$ cat src/rtl/mem_update_sched_if.sv
// Bundle of the requester, downstream-processor and memory-write signals
// around mem_update_sched. The scheduler connects through the master modport
// and the surrounding logic through the slave modport.
interface mem_update_sched_if #(
   parameter int NREQ = 4,
   parameter int AW   = 8,
   parameter int DW   = 32
);
   logic [NREQ-1:0]    req;
   logic [NREQ*AW-1:0] addr_in;
   logic [NREQ*DW-1:0] data_in;
   logic [NREQ-1:0]    grant;
   logic [NREQ-1:0]    done;
   logic               err;
   logic               dp_ack;
   logic               dp_busy;
   logic               mem_wr;
   logic [AW-1:0]      mem_addr;
   logic [DW-1:0]      mem_wdata;

   modport master (
      input  req, addr_in, data_in, dp_busy,
      output grant, done, err, dp_ack, mem_wr, mem_addr, mem_wdata
   );

   modport slave (
      output req, addr_in, data_in, dp_busy,
      input  grant, done, err, dp_ack, mem_wr, mem_addr, mem_wdata
   );
endinterface

$ cat src/rtl/mem_update_sched.sv
// Round-robin scheduler sharing one downstream memory-update processor
// between NREQ requesters. One transaction at a time: arbitrate, pulse ack,
// wait for busy, hold the write strobe until busy drops, then pulse done.
// A watchdog aborts with err if the processor stalls in WAIT_BUSY or WRITE.
module mem_update_sched #(
   parameter int NREQ    = 4,
   parameter int AW      = 8,
   parameter int DW      = 32,
   parameter int TIMEOUT = 15
) (
   input  logic            clk,
   input  logic            HRESETn,
   mem_update_sched_if.master bus
);

   localparam int PW = (NREQ > 1) ? $clog2(NREQ) : 1;
   localparam int WW = $clog2(TIMEOUT + 1);

   typedef enum logic [2:0] {
      IDLE,
      ACK,
      WAIT_BUSY,
      WRITE,
      DONE
   } state_t;

   state_t            state;
   logic [PW-1:0]     ptr;
   logic [PW-1:0]     idx;
   logic [WW-1:0]     wd;
   logic [NREQ-1:0]   grant_q;
   logic [NREQ-1:0]   done_q;
   logic              err_q;
   logic              dp_ack_q;
   logic              mem_wr_q;
   logic [AW-1:0]     mem_addr_q;
   logic [DW-1:0]     mem_wdata_q;

   logic              found;
   logic [PW-1:0]     win;
   logic [PW-1:0]     cand;
   int unsigned       j;

   function automatic logic [NREQ-1:0] onehot(input logic [PW-1:0] i);
      logic [NREQ-1:0] v;
      v    = '0;
      v[i] = 1'b1;
      return v;
   endfunction

   // First requesting index at or after ptr, wrapping at NREQ.
   always_comb begin
      found = 1'b0;
      win   = '0;
      cand  = '0;
      j     = 0;
      for (int unsigned k = 0; k < NREQ; k++) begin
         j = 32'(ptr) + k;
         if (j >= NREQ) j = j - NREQ;
         cand = PW'(j);
         if (!found && bus.req[cand]) begin
            found = 1'b1;
            win   = cand;
         end
      end
   end

   // Transaction FSM; every output is a register updated on the state transition.
   always_ff @(posedge clk or negedge HRESETn) begin
      if (!HRESETn) begin
         state       <= IDLE;
         ptr         <= '0;
         idx         <= '0;
         wd          <= '0;
         grant_q     <= '0;
         done_q      <= '0;
         err_q       <= 1'b0;
         dp_ack_q    <= 1'b0;
         mem_wr_q    <= 1'b0;
         mem_addr_q  <= '0;
         mem_wdata_q <= '0;
      end else begin
         dp_ack_q <= 1'b0;
         done_q   <= '0;
         case (state)
            IDLE: begin
               if (found) begin
                  idx         <= win;
                  mem_addr_q  <= bus.addr_in[32'(win)*AW +: AW];
                  mem_wdata_q <= bus.data_in[32'(win)*DW +: DW];
                  grant_q     <= onehot(win);
                  dp_ack_q    <= 1'b1;
                  state       <= ACK;
               end
            end
            ACK: begin
               wd    <= '0;
               state <= WAIT_BUSY;
            end
            WAIT_BUSY: begin
               // busy takes priority over an expiring watchdog
               if (bus.dp_busy) begin
                  wd       <= '0;
                  mem_wr_q <= 1'b1;
                  state    <= WRITE;
               end else if (wd == WW'(TIMEOUT - 1)) begin
                  err_q  <= 1'b1;
                  done_q <= onehot(idx);
                  state  <= DONE;
               end else begin
                  wd <= wd + 1'b1;
               end
            end
            WRITE: begin
               if (!bus.dp_busy) begin
                  mem_wr_q <= 1'b0;
                  err_q    <= 1'b0;
                  done_q   <= onehot(idx);
                  state    <= DONE;
               end else if (wd == WW'(TIMEOUT - 1)) begin
                  mem_wr_q <= 1'b0;
                  err_q    <= 1'b1;
                  done_q   <= onehot(idx);
                  state    <= DONE;
               end else begin
                  wd <= wd + 1'b1;
               end
            end
            DONE: begin
               grant_q <= '0;
               err_q   <= 1'b0;
               ptr     <= (idx == PW'(NREQ - 1)) ? '0 : idx + 1'b1;
               state   <= IDLE;
            end
            default: state <= IDLE;
         endcase
      end
   end

   assign bus.grant     = grant_q;
   assign bus.done      = done_q;
   assign bus.err       = err_q;
   assign bus.dp_ack    = dp_ack_q;
   assign bus.mem_wr    = mem_wr_q;
   assign bus.mem_addr  = mem_addr_q;
   assign bus.mem_wdata = mem_wdata_q;

endmodule

$ cat src/flat_wrapper.sv
// flat-port wrapper written by rule: the top's interface ports become plain ports
module mem_update_sched_flat 
#(
   parameter int NREQ    = 4,
   parameter int AW      = 8,
   parameter int DW      = 32,
   parameter int TIMEOUT = 15
)
  (clk, HRESETn, bus_req, bus_addr_in, bus_data_in, bus_dp_busy, bus_grant, bus_done, bus_err, bus_dp_ack, bus_mem_wr, bus_mem_addr, bus_mem_wdata);
  mem_update_sched_if #(.NREQ(NREQ), .AW(AW), .DW(DW)) bus_i ();
  input  logic clk;
  input  logic HRESETn;
  input wire logic [$bits(bus_i.req)-1:0] bus_req;
  input wire logic [$bits(bus_i.addr_in)-1:0] bus_addr_in;
  input wire logic [$bits(bus_i.data_in)-1:0] bus_data_in;
  input wire logic [$bits(bus_i.dp_busy)-1:0] bus_dp_busy;
  output wire logic [$bits(bus_i.grant)-1:0] bus_grant;
  output wire logic [$bits(bus_i.done)-1:0] bus_done;
  output wire logic [$bits(bus_i.err)-1:0] bus_err;
  output wire logic [$bits(bus_i.dp_ack)-1:0] bus_dp_ack;
  output wire logic [$bits(bus_i.mem_wr)-1:0] bus_mem_wr;
  output wire logic [$bits(bus_i.mem_addr)-1:0] bus_mem_addr;
  output wire logic [$bits(bus_i.mem_wdata)-1:0] bus_mem_wdata;
  assign bus_i.req = bus_req;
  assign bus_i.addr_in = bus_addr_in;
  assign bus_i.data_in = bus_data_in;
  assign bus_i.dp_busy = bus_dp_busy;
  assign bus_grant = bus_i.grant;
  assign bus_done = bus_i.done;
  assign bus_err = bus_i.err;
  assign bus_dp_ack = bus_i.dp_ack;
  assign bus_mem_wr = bus_i.mem_wr;
  assign bus_mem_addr = bus_i.mem_addr;
  assign bus_mem_wdata = bus_i.mem_wdata;
  mem_update_sched #(.NREQ(NREQ), .AW(AW), .DW(DW), .TIMEOUT(TIMEOUT)) u_core (.clk(clk), .HRESETn(HRESETn), .bus(bus_i));
endmodule
$ cat config.mk
export PLATFORM = sky130hd
export DESIGN_NAME = mem_update_sched_flat
export DESIGN_NICKNAME = d
export VERILOG_FILES = /design/src/rtl/mem_update_sched_if.sv /design/src/rtl/mem_update_sched.sv /design/src/flat_wrapper.sv
export SDC_FILE = /design/constraint.sdc
export NUM_CORES = 1
export LEC_CHECK = 0
export ABC_CLOCK_PERIOD_IN_PS = 2590
export CORE_ASPECT_RATIO = 0.7
export CORE_MARGIN = 5
export CORE_UTILIZATION = 39
export DETAILED_ROUTE_END_ITERATION = 10
export PLACE_DENSITY = 0.87
export SYNTH_ARGS = -nofsm -noshare
export SYNTH_HDL_FRONTEND = slang
export SYNTH_SLANG_ARGS = --single-unit
export TNS_END_PERCENT = 50
$ cat constraint.sdc
create_clock -name clk -period 2.59 [get_ports clk]
set_clock_uncertainty 0.15 [all_clocks]
set_input_delay 0.518 -clock clk [delete_from_list [all_inputs] [get_ports clk]]
set_output_delay 0.518 -clock clk [all_outputs]
set_load 0.01 [all_outputs]
==> flow_summary.yaml <==
outcome:
  status: "complete, no violations"
clock_tree:
  holdBufCountCts: 0
  root_buffer: "clkbuf_16"
  clk_pin_slew_ns: 0.05
  cts.sink_count: 62
  ctsResizeCount: 0
  post_cts_buffers: 0
  cts_tree: "done"
  cts_made_buffers: 9
  clock_path_buffers: 2
  htree_levels: 3
  clk_latency_ns: 0.33
sta:
  hold_ws_ns: 0.00500
  rsz0062_at_grt: "no"
  slew_violations: 0
  worstMarginPinSlew_ns: 0.507
  max_freq_mhz: 435
  min_period_over_period: 0.887
  hold_viol: 0
  maxSlewHeadroom: 0.662
  period_needed_ns: 2.30
  setup_viol: 0
global_route:
  grt_max_degree: 43
  grt_first_pass_wirelength_um: 22900
  grt_usage: 0.240
  antenna_found_initial: 0
  overflow: 0
  grt_pass1_vias: 4567
floorplanning:
  die_w_um: 128
  core_sq_um: 9650
  dieArea_sq_um: 11900
  io-pin-count: 218
  fp-row-count: 30
  start_util: 0.397
  die_h_um: 92.9
worst_setup_path:
  r2r-start: "u_core.state[0]$_DFFE_PN0P_"
  cpPeakStageDelay_ns: 0.50
  setup.worst_path.start_class: "input pin"
  critical_path.slowest_cell: "clkdlybuf4s50_1"
  arrival_ns: 2.39
  cp-end-kind: "flop"
  path_class: "input pin to flop"
  critical_path_required_ns: 2.68
  path_cells: "clkdlybuf4s50_1 > buf_4 > nand3b_1 > o21ai_1 > a221oi_4 > buf_12 > nand3_1 > a31oi_1"
  crit_fanout: 41
  timing.rr.end: "u_core.bus.mem_wdata[17]$_DFFE_PN0P_"
  reg2reg_slack_ns: 0.48
  crit_end: "u_core.bus.mem_wdata[18]$_DFFE_PN0P_"
  ff2ff_path_depth: 4
  critPathLaunch: "bus_req[3]"
final_layout:
  syn2layout_area_growth_pct: 69.3
  n_antenna_cell: 0
  nNetsFinal: 805
  fin_cells: 764
  final_area_sq_um: 6480
  layout-drive-gt1-share: 0.0692
route:
  detail_route.vias_per_cell: 5.93
  totalWireLength_um: 14500
  ant_nets: 0
  first_pass_iters: 5
  via_count: 4533
  drcViolationCount: 0
  dr.first_iter.drc_count: 412
  wl_per_cell_um: 19.0
yosys:
  yosys.area.top_type: "dfrtp_1"
  synthesis.nets: 604
  async_flop_share: 1.00
  yosysTopAreaCellShare: 0.405
  synth_flop_cell: "dfrtp_1"
  synth_edf_count: 0
  synth_cells: 431
  synth.distinct_cells: 40
  synth_seq_cells: 62
  ys_seq_area_frac: 0.405
  synth_area_leaders: "dfrtp_1, nand3_1, a221o_1, a221oi_1, o22a_1"
  synth_most_common_cell: "dfrtp_1"
  postSynthAreaPerCell_sq_um: 8.88
  synth_commonest_cells: "dfrtp_1, nand3_1, nor2_1"
  synthesis.area_sq_um: 3830
  yosysWarnings: 0
place:
  place_congestion: 0.879
  numPortBuffers: 217
  dp_cells: 749
  dp_hpwl_um: 10700
  place_area_sq_um: 6210
pwr:
  p_leak_nw: 2.54
  vdd_drop_max_mv: 0.490
  power_density_nw_per_um2: 977
flow_run:
  max_cap_violations: 0
hold_path:
  hp-class: "input pin to asynchronous set/reset pin"
## cell usage in the layout, fill, tap and decap left out, drive strengths merged, types with 4 or more instances in the layout
master,n
a31oi,20
nand2,17
and2,7
clkdlybuf4s50,216
nand4,20
o31ai,21
a221o,20
nand3,48
o22a,20
buf,24
clkbuf,12
nand2b,4
inv,9
ha,6
a221oi,21
dfrtp,62
nor2,35
o21ai,14
a21oi,28
## per-stage QoR
stage	worst slack [ns]	TNS (ns)	total power [mW]	utilization
after floorplan	0.527	0	3.62	-
after global placement	0.0442	0	5.12	0.644
after detailed placement	-0.0360	-0.0922	5.25	0.644
after CTS	0.304	0	6.36	0.672
after global routing	0.158	0	6.75	0.672
final	0.293	0	6.34	0.672
## where the power goes
part | internal (mW) | total, mW | switching, mW
logic | 1.83 | 3.52 | 1.69
registers | 1.40 | 1.73 | 0.330
clock network | 0.667 | 1.08 | 0.410
## flip-flops by register name, indices dropped and copies added (netlist names), 2 cells and up
signal and flops:
u_core.bus.grant 4, u_core.ptr 2, u_core.idx 2, u_core.bus.mem_wdata 32, u_core.bus.done 4, u_core.wd 4, u_core.bus.mem_addr 8, u_core.state 3
## cell type report
class	count	area, sq um
well taps	128	160
flip-flops and latches	62	1550
clock inverters	3	21.3
fillers	728	3160
inverters	10	37.5
multi-input cells	309	2000
repair buffers	240	2460
clock buffers	12	246
## worst max-delay path: cells and delay by family
family,cells,cell delay (ns)
AND/OR/NAND/NOR,2,0.24
AO/OA/AOI/OAI,3,0.67
buffers and inverters,3,0.94
## routing by layer
| layer | wire length [um] | vias up | GRT usage |
|---|---|---|---|
| met5 | 0 | - | 0 |
| met3 | 1430 | 16 | 0.0663 |
| met4 | 137 | 0 | 0.0565 |
| met1 | 5690 | 2190 | 0.296 |
| li1 | - | 2074 | - |
| met2 | 7290 | 253 | 0.418 |
## kinds of logic (layout without fill, tap and decap cells)
| kind of cell | after synthesis | in the layout | share of synthesized area |
|---|---|---|---|
| AO/OA/AOI/OAI | 160 | 160 | 0.314 |
| AND/OR/NAND/NOR | 141 | 141 | 0.181 |
| flip-flops | 62 | 62 | 0.405 |
| buffers and inverters | 60 | 265 | 0.0745 |
| adder cells (fa/ha/maj) | 6 | 6 | 0.0196 |
| XOR/XNOR | 1 | 1 | 0.00229 |
| multiplexers | 1 | 1 | 0.00294 |
## worst min-delay path by stage
stage                                           endpoint  slack [ns]  cells after the start
finish              u_core.bus.mem_wdata[25]$_DFFE_PN0P_       0.005                      1
global route        u_core.bus.mem_wdata[25]$_DFFE_PN0P_        0.04                      1
CTS                 u_core.bus.mem_wdata[25]$_DFFE_PN0P_        0.01                      1
detailed placement       u_core.bus.grant[0]$_DFFE_PN0P_        0.34                      2
global placement         u_core.bus.grant[1]$_DFFE_PN0P_        0.34                      2
floorplan                   u_core.bus.done[0]$_DFF_PN0_        0.07                      0
(Power assumes the default switching activity.)
